[src/rtl/board_pkg.sv]
// Shared board-level constants for the slide-switch front end.
// Also holds the helper that sizes the per-bit stability counters.
package board_pkg;

  localparam int unsigned DEFAULT_SW_WIDTH      = 10;
  localparam int unsigned CLK_HZ                = 50_000_000;
  localparam int unsigned DEFAULT_STABLE_CYCLES = 500_000;

  // Counter width able to hold 0..cycles-1; never narrower than one bit.
  function automatic int unsigned cnt_width(input int unsigned cycles);
    return (cycles > 1) ? $clog2(cycles) : 1;
  endfunction

endpackage

[src/rtl/debounce_bit.sv]
// Single-bit debouncer: two-flop synchronizer, stability counter and accepted level.
// accept_c flags the edge on which sw_db takes the synchronized level.
module debounce_bit
  import board_pkg::*;
#(
  parameter int unsigned STABLE_CYCLES = DEFAULT_STABLE_CYCLES
) (
  input  logic clk,
  input  logic reset,
  input  logic sw,
  output logic sw_db,
  output logic accept_c
);

  localparam int unsigned CW = cnt_width(STABLE_CYCLES);
  localparam logic [CW-1:0] CNT_MAX = CW'(STABLE_CYCLES - 32'd1);

  logic          q1;
  logic          q2;
  logic [CW-1:0] cnt;

  // Level has differed for STABLE_CYCLES consecutive edges once the count is full.
  assign accept_c = (q2 != sw_db) && (cnt == CNT_MAX);

  always_ff @(posedge clk) begin
    if (reset) begin
      q1    <= 1'b0;
      q2    <= 1'b0;
      cnt   <= '0;
      sw_db <= 1'b0;
    end else begin
      q1 <= sw;
      q2 <= q1;
      if (q2 == sw_db) begin
        cnt <= '0;
      end else if (accept_c) begin
        cnt   <= '0;
        sw_db <= q2;
      end else begin
        cnt <= cnt + CW'(1);
      end
    end
  end

endmodule

[src/rtl/switch_debouncer.sv]
// Parallel slide-switch debouncer with optional rise/fall pulse outputs.
// Define SWITCH_DEBOUNCE_EDGE_EN to build the edge-pulse registers; otherwise they read 0.
module switch_debouncer
  import board_pkg::*;
#(
  parameter int unsigned WIDTH         = DEFAULT_SW_WIDTH,
  parameter int unsigned STABLE_CYCLES = DEFAULT_STABLE_CYCLES
) (
  input  logic             clk,
  input  logic             reset,
  input  logic [WIDTH-1:0] SW,
  output logic [WIDTH-1:0] sw_db,
  output logic [WIDTH-1:0] sw_rise,
  output logic [WIDTH-1:0] sw_fall
);

  logic [WIDTH-1:0] accept_c;

  generate
    for (genvar i = 0; i < int'(WIDTH); i++) begin : g_bit
      debounce_bit #(
        .STABLE_CYCLES(STABLE_CYCLES)
      ) u_bit (
        .clk     (clk),
        .reset   (reset),
        .sw      (SW[i]),
        .sw_db   (sw_db[i]),
        .accept_c(accept_c[i])
      );
    end
  endgenerate

`ifdef SWITCH_DEBOUNCE_EDGE_EN
  // Pulse direction follows the level being left on the accepting edge.
  always_ff @(posedge clk) begin
    if (reset) begin
      sw_rise <= '0;
      sw_fall <= '0;
    end else begin
      sw_rise <= accept_c & ~sw_db;
      sw_fall <= accept_c &  sw_db;
    end
  end
`else
  logic unused_accept;
  assign unused_accept = ^accept_c;
  assign sw_rise       = '0;
  assign sw_fall       = '0;
`endif

endmodule
[config.mk]
export PLATFORM = sky130hd
export DESIGN_NAME = switch_debouncer
export DESIGN_NICKNAME = d
export VERILOG_FILES = /design/src/rtl/board_pkg.sv /design/src/rtl/debounce_bit.sv /design/src/rtl/switch_debouncer.sv
export SDC_FILE = /design/constraint.sdc
export NUM_CORES = 1
export LEC_CHECK = 0
export ABC_AREA = 0
export BUFFER_PORTS_ARGS = -buffer_cell sky130_fd_sc_hd__buf_2
export CAP_MARGIN = 20
export CORE_MARGIN = 2
export CORE_UTILIZATION = 50
export CTS_BUF_LIST = sky130_fd_sc_hd__clkbuf_4
export DETAILED_ROUTE_END_ITERATION = 10
export PLACE_DENSITY_LB_ADDON = 0.3
export SLEW_MARGIN = 20
export SYNTH_ARGS = -nofsm -noshare
export SYNTH_HDL_FRONTEND = slang
export SYNTH_SLANG_ARGS = --single-unit
export TNS_END_PERCENT = 10
[constraint.sdc]
create_clock -name clk -period 2.1 [get_ports clk]
set_input_delay 0.21 -clock clk [delete_from_list [all_inputs] [get_ports clk]]
set_output_delay 0.21 -clock clk [all_outputs]
set_load 0.02 [all_outputs]
# After elaboration in Yosys (flattened, before gate mapping)
# Index checks and enable logic that the tools add are counted.
dict set report totals {
  wordCells 120
  in_bits 12
  reg_bits 220
}
dict set report classes {
  bitwise 10
  add_sub_neg 10
  reduce_logical 30
  eq_ne 30
}
# op n
set ops {}
lappend ops {{19-bit by 1-bit adder with 19-bit output (second input constant)} 10}
lappend ops {{19-bit == test (second input constant)} 10}
lappend ops {{3-bit OR reduction} 10}
lappend ops {{2-bit AND reduction} 10}
lappend ops {{1-bit == test} 10}
lappend ops {{1-bit logical AND} 10}
lappend ops {{1-bit inequality test} 10}
lappend ops {{1-bit NOT} 10}

# Depth between registers and ports, before layout
dict set report logic_depth {
  ltp_word 3
  ltp_mapped 6
}

# Hierarchy
# Synthesis repeated with hierarchy kept, for this count alone.
dict set report hier_totals {
  cells_unflattened 1161
  area_unflattened_um2 10213.5
}
# module area_each_um2 cells_each instances
set by_module_without_submodules {}
lappend by_module_without_submodules {debounce_bit 1006.0 114 10}
lappend by_module_without_submodules {switch_debouncer 153.9 21 1}

# Least setup slack after synthesis
# No wires, ideal clock.
dict set report synth_path {
  path_type {register to register}
  from {reg g_bit[9].u_bit.cnt[0]}
  to {reg g_bit[9].u_bit.cnt[18]}
  path_buffers 0
  t_arrival_ns 1.783
  stages_incl_launch_ff 6
  period_less_slack_ns 1.854
  path_slack_ns 0.246
  required_time_ns 2.029
  path_cell_list {dfxtp_1 -> ha_1 -> nand4_2 -> or4_4 -> or3_1 -> a21oi_1}
}
dict set report synth_between {
  elab_chain_len 3
  word_cells_on_any_way 4
  classes_between {add/sub: 1; eq/ne: 1; reduce/logical: 2}
}
# element line
set synth_lines {}
lappend synth_lines {{from (decl)} debounce_bit.sv:20} ;# logic [CW-1:0] cnt;
lappend synth_lines {{from (signal assigned)} debounce_bit.sv:40} ;# cnt <= cnt + CW'(1);
lappend synth_lines {{branches (longest 3 deep; another with 19-bit by 1-bit adder with 19-bit output)} --}
# Several ways; the timed one is not identified.
# A chain may end at the register's enable or synchronous reset.

# Worst setup path in the final report
dict set report layout_path {
  from {reg g_bit[7].u_bit.cnt[0]}
  to {reg g_bit[7].u_bit.cnt[3]}
}
dict set report layout_between {
  elab_chain_len 3
  word_cells_on_any_way 4
  classes_between {add/sub: 1; eq/ne: 1; reduce/logical: 2}
}
# element line
set layout_lines {}
lappend layout_lines {{from (decl)} debounce_bit.sv:20}
lappend layout_lines {{from (signal assigned)} debounce_bit.sv:40}
lappend layout_lines {{branches (longest 3 deep; another with 19-bit by 1-bit adder with 19-bit output)} --}
# Several ways; the timed one is not identified.

==> flow_summary_export.csv <==
group,metric,value,unit
clock_tree,post_cts_resized,0,
global_routing,grt_antenna_before_repair,1,
finish,final_common_cell,"dfxtp_1",
route,via_count,7887,
timing,finalClockSkew,27.4,ps
finish,drive_gt1_frac,0.123,
timing,timing.final.crit_share,0.920,
setup_path,path_class,"reg2reg",
clock_tree,cts-htree-levels,2,
logic_synthesis,yosys.cell_types.count,52,
status,run_status,"finished clean",
clock_tree,cts_tree,"done",
clock_tree,cts.sinks,220,
timing,max_freq,0.517,GHz
pwr,ir_worst_vdd,438,µV
flow_run,drv_cap,0,
setup_path,reg2reg_to,"g_bit[7].u_bit.cnt[3]",
floorplan,dieWidth,145,µm
floorplan,row_count,51,
timing,setup_viol,0,
setup_path,crit_end,"g_bit[7].u_bit.cnt[3]",
clock_tree,cts.clk_slew.worst_paths,60,ps
timing,tightest_slew,632,ps
setup_path,critPathMaxStageDelay,550,ps
global_routing,grt_pass1_vias,7206,
finish,areaGrowthSynthToFinish,11.8,%
setup_path,required,2630,ps
clock_tree,cts_buffer_depth,3,
logic_synthesis,syn_area_per_cell,8.67,µm²
route,drc,0,
timing,rsz0062_at_grt,"false",
pwr,powerDensity,712,mW/mm²
logic_synthesis,synth-warning-count,0,
clock_tree,postCtsSetupBuffers,0,
floorplan,die_y,145,µm
place,numPortBuffers,21,
place,pre_cts_slack,160,ps
setup_path,critPathSlowestCell,"or4_4",
logic_synthesis,syn_area,0.00992,mm²
place,gp_congestion,0.842,
route,first_pass_iters,5,
route,routedWlPerCell,11.6,µm
timing,fin_crit,1930,ps
timing,maxSlewHeadroom,0.575,
global_routing,gr-total-overflow,0,
global_routing,grt_usage,0.177,
finish,final_nets,1247,
setup_path,reg2reg_slack,170,ps
logic_synthesis,yosysSeqAreaShare,0.444,
logic_synthesis,synthCells,1144,
logic_synthesis,ys_ff_latch,220,
clock_tree,clk_latency,670,ps
setup_path,crit_fanout,17,
floorplan,fp.dieArea,0.0210,mm²
global_routing,grt_pass1_wl,31.3,mm
floorplan,io-pin-count,42,
clock_tree,root_buffer,"clkbuf_4",
finish,final_cell_mix,"220 x dfxtp_1, 193 x nor2_1, 113 x xnor2_1",
setup_path,arrival,2460,ps
floorplan,start_util,0.510,
setup_path,path_cells,"ha_1 > nand4_1 > or4_4 > o21bai_4 > nor2_1",
setup_path,crit_path_start_kind,"flop",
timing,hold_ws,288,ps
timing,fin_ws,168,ps
hold_path,hold_class,"in2reg",
timing,tns,0,ps
place,dp_hpwl,11.9,mm
setup_path,reg2reg_depth,5,
setup_path,r2r_start,"g_bit[7].u_bit.cnt[0]",
route,vias_per_cell,5.13,
pwr,totalPowerFinal,7.90,mW
logic_synthesis,async_flop_share,0,
floorplan,core,0.0195,mm²
setup_path,worstSetupEndpointType,"flop",
global_routing,grt_max_degree,26,
route,ant_nets,0,
logic_synthesis,synth_edf_count,0,
setup_path,crit_start,"g_bit[7].u_bit.cnt[0]",
pwr,p_leak,3.34,nW
timing,final_max_slew_viol_count,0,
route,drt_iter0_markers,319,
route,routed_wl,17.8,mm
timing,hold_viol,0,
logic_synthesis,ys.flop_type,"dfxtp_1",
clock_tree,numCtsBuffers,58,
-- cell families (layout without fill, tap and decap cells) --
family,Yosys count,in the layout,share of synthesized area
AND/OR/NAND/NOR,577,577,0.305
flip-flops,220,220,0.444
XOR/XNOR,147,147,0.130
buffers and inverters,100,208,0.0533
AO/OA/AOI/OAI,85,85,0.0514
adder cells (fa/ha/maj),10,10,0.0126
multiplexers,4,4,0.00403
other,1,22,0.000378
-- cell type report --
type                       instances  area (µm²)
antenna                            2        5.00
clock buffer                      83         623
clock inverter                    23        91.3
fill                            1787        8370
inverter                          43         161
multi-input combinational        843        5060
sequential                       220        4400
tap                              265         332
timing repair buffer              59         418
-- synth_stat cells, drive strengths merged (21+ instances only) --
| master | instances | share of area |
|---|---|---|
| nor3 | 46 | 0.023 |
| xnor2 | 113 | 0.10 |
| nor4 | 46 | 0.030 |
| buf | 39 | 0.028 |
| nand3 | 66 | 0.033 |
| nand4 | 54 | 0.036 |
| xor2 | 34 | 0.030 |
| inv | 43 | 0.016 |
| nor2 | 193 | 0.073 |
| or3 | 21 | 0.014 |
| nor2b | 21 | 0.013 |
| a21oi | 36 | 0.018 |
| nand2 | 50 | 0.019 |
| dfxtp | 220 | 0.44 |
| o21ai | 29 | 0.016 |
-- registers in the layout, summed over array words and instances (netlist names) --
signal             count
g_bit.u_bit.cnt      190
g_bit.u_bit.q1        10
g_bit.u_bit.q2        10
g_bit.u_bit.sw_db     10
-- how the worst min path moves through the flow --
stage                     cells past startpoint               from                 to  slack [ps]
after floorplan                               1              SW[0]  g_bit[0].u_bit.q1         340
after global placement                        1  g_bit[1].u_bit.q1  g_bit[1].u_bit.q2         420
after detailed placement                      2              SW[3]  g_bit[3].u_bit.q1         420
after CTS                                     3              SW[3]  g_bit[3].u_bit.q1         230
after global routing                          3              SW[0]  g_bit[0].u_bit.q1         250
final                                         3              SW[7]  g_bit[7].u_bit.q1         290
-- per-stage QoR --
stage | instances | area (µm²) | util
CTS | 1536 | 11100 | 0.570
detailed placement | 1419 | 10300 | 0.527
finish | 1538 | 11100 | 0.570
global placement | 1419 | 10300 | 0.527
global route | 1538 | 11100 | 0.570
floorplan | 1163 | 9990 | -
-- worst max-delay path, delay by kind of cell (launching register included) --
| family | cells | cell delay [ps] |
|---|---|---|
| AOI/OAI and AO/OA | 1 | 380 |
| DFF | 1 | 380 |
| adders and majority gates | 1 | 250 |
| and+or+nand+nor | 3 | 780 |
-- what timing repair did --
item / CTS / global route
hold buffers: 11 / 0
endpoints found under the hold margin: 12 / 0
setup endpoints to repair: 0 / 0
-- per-layer routing --
| metal | global-route usage | up-vias | wire length (µm) |
|---|---|---|---|
| met1 | 0.219 | 3590 | 8600 |
| met4 | 0.0629 | 0 | 258 |
| met2 | 0.293 | 125 | 8140 |
| li1 | - | 4148 | - |
| met5 | 0 | - | 0 |
| met3 | 0.0520 | 24 | 823 |
-- report_power, final --
| group | leakage [nW] | switching, mW | internal [mW] |
|---|---|---|---|
| Clock | 0.427 | 1.72 | 1.82 |
| Sequential | 1.78 | 0.0137 | 4.20 |
| Combinational | 1.14 | 0.0935 | 0.0561 |
| Total | 3.34 | 1.83 | 6.07 |
(Power assumes the default switching activity.)
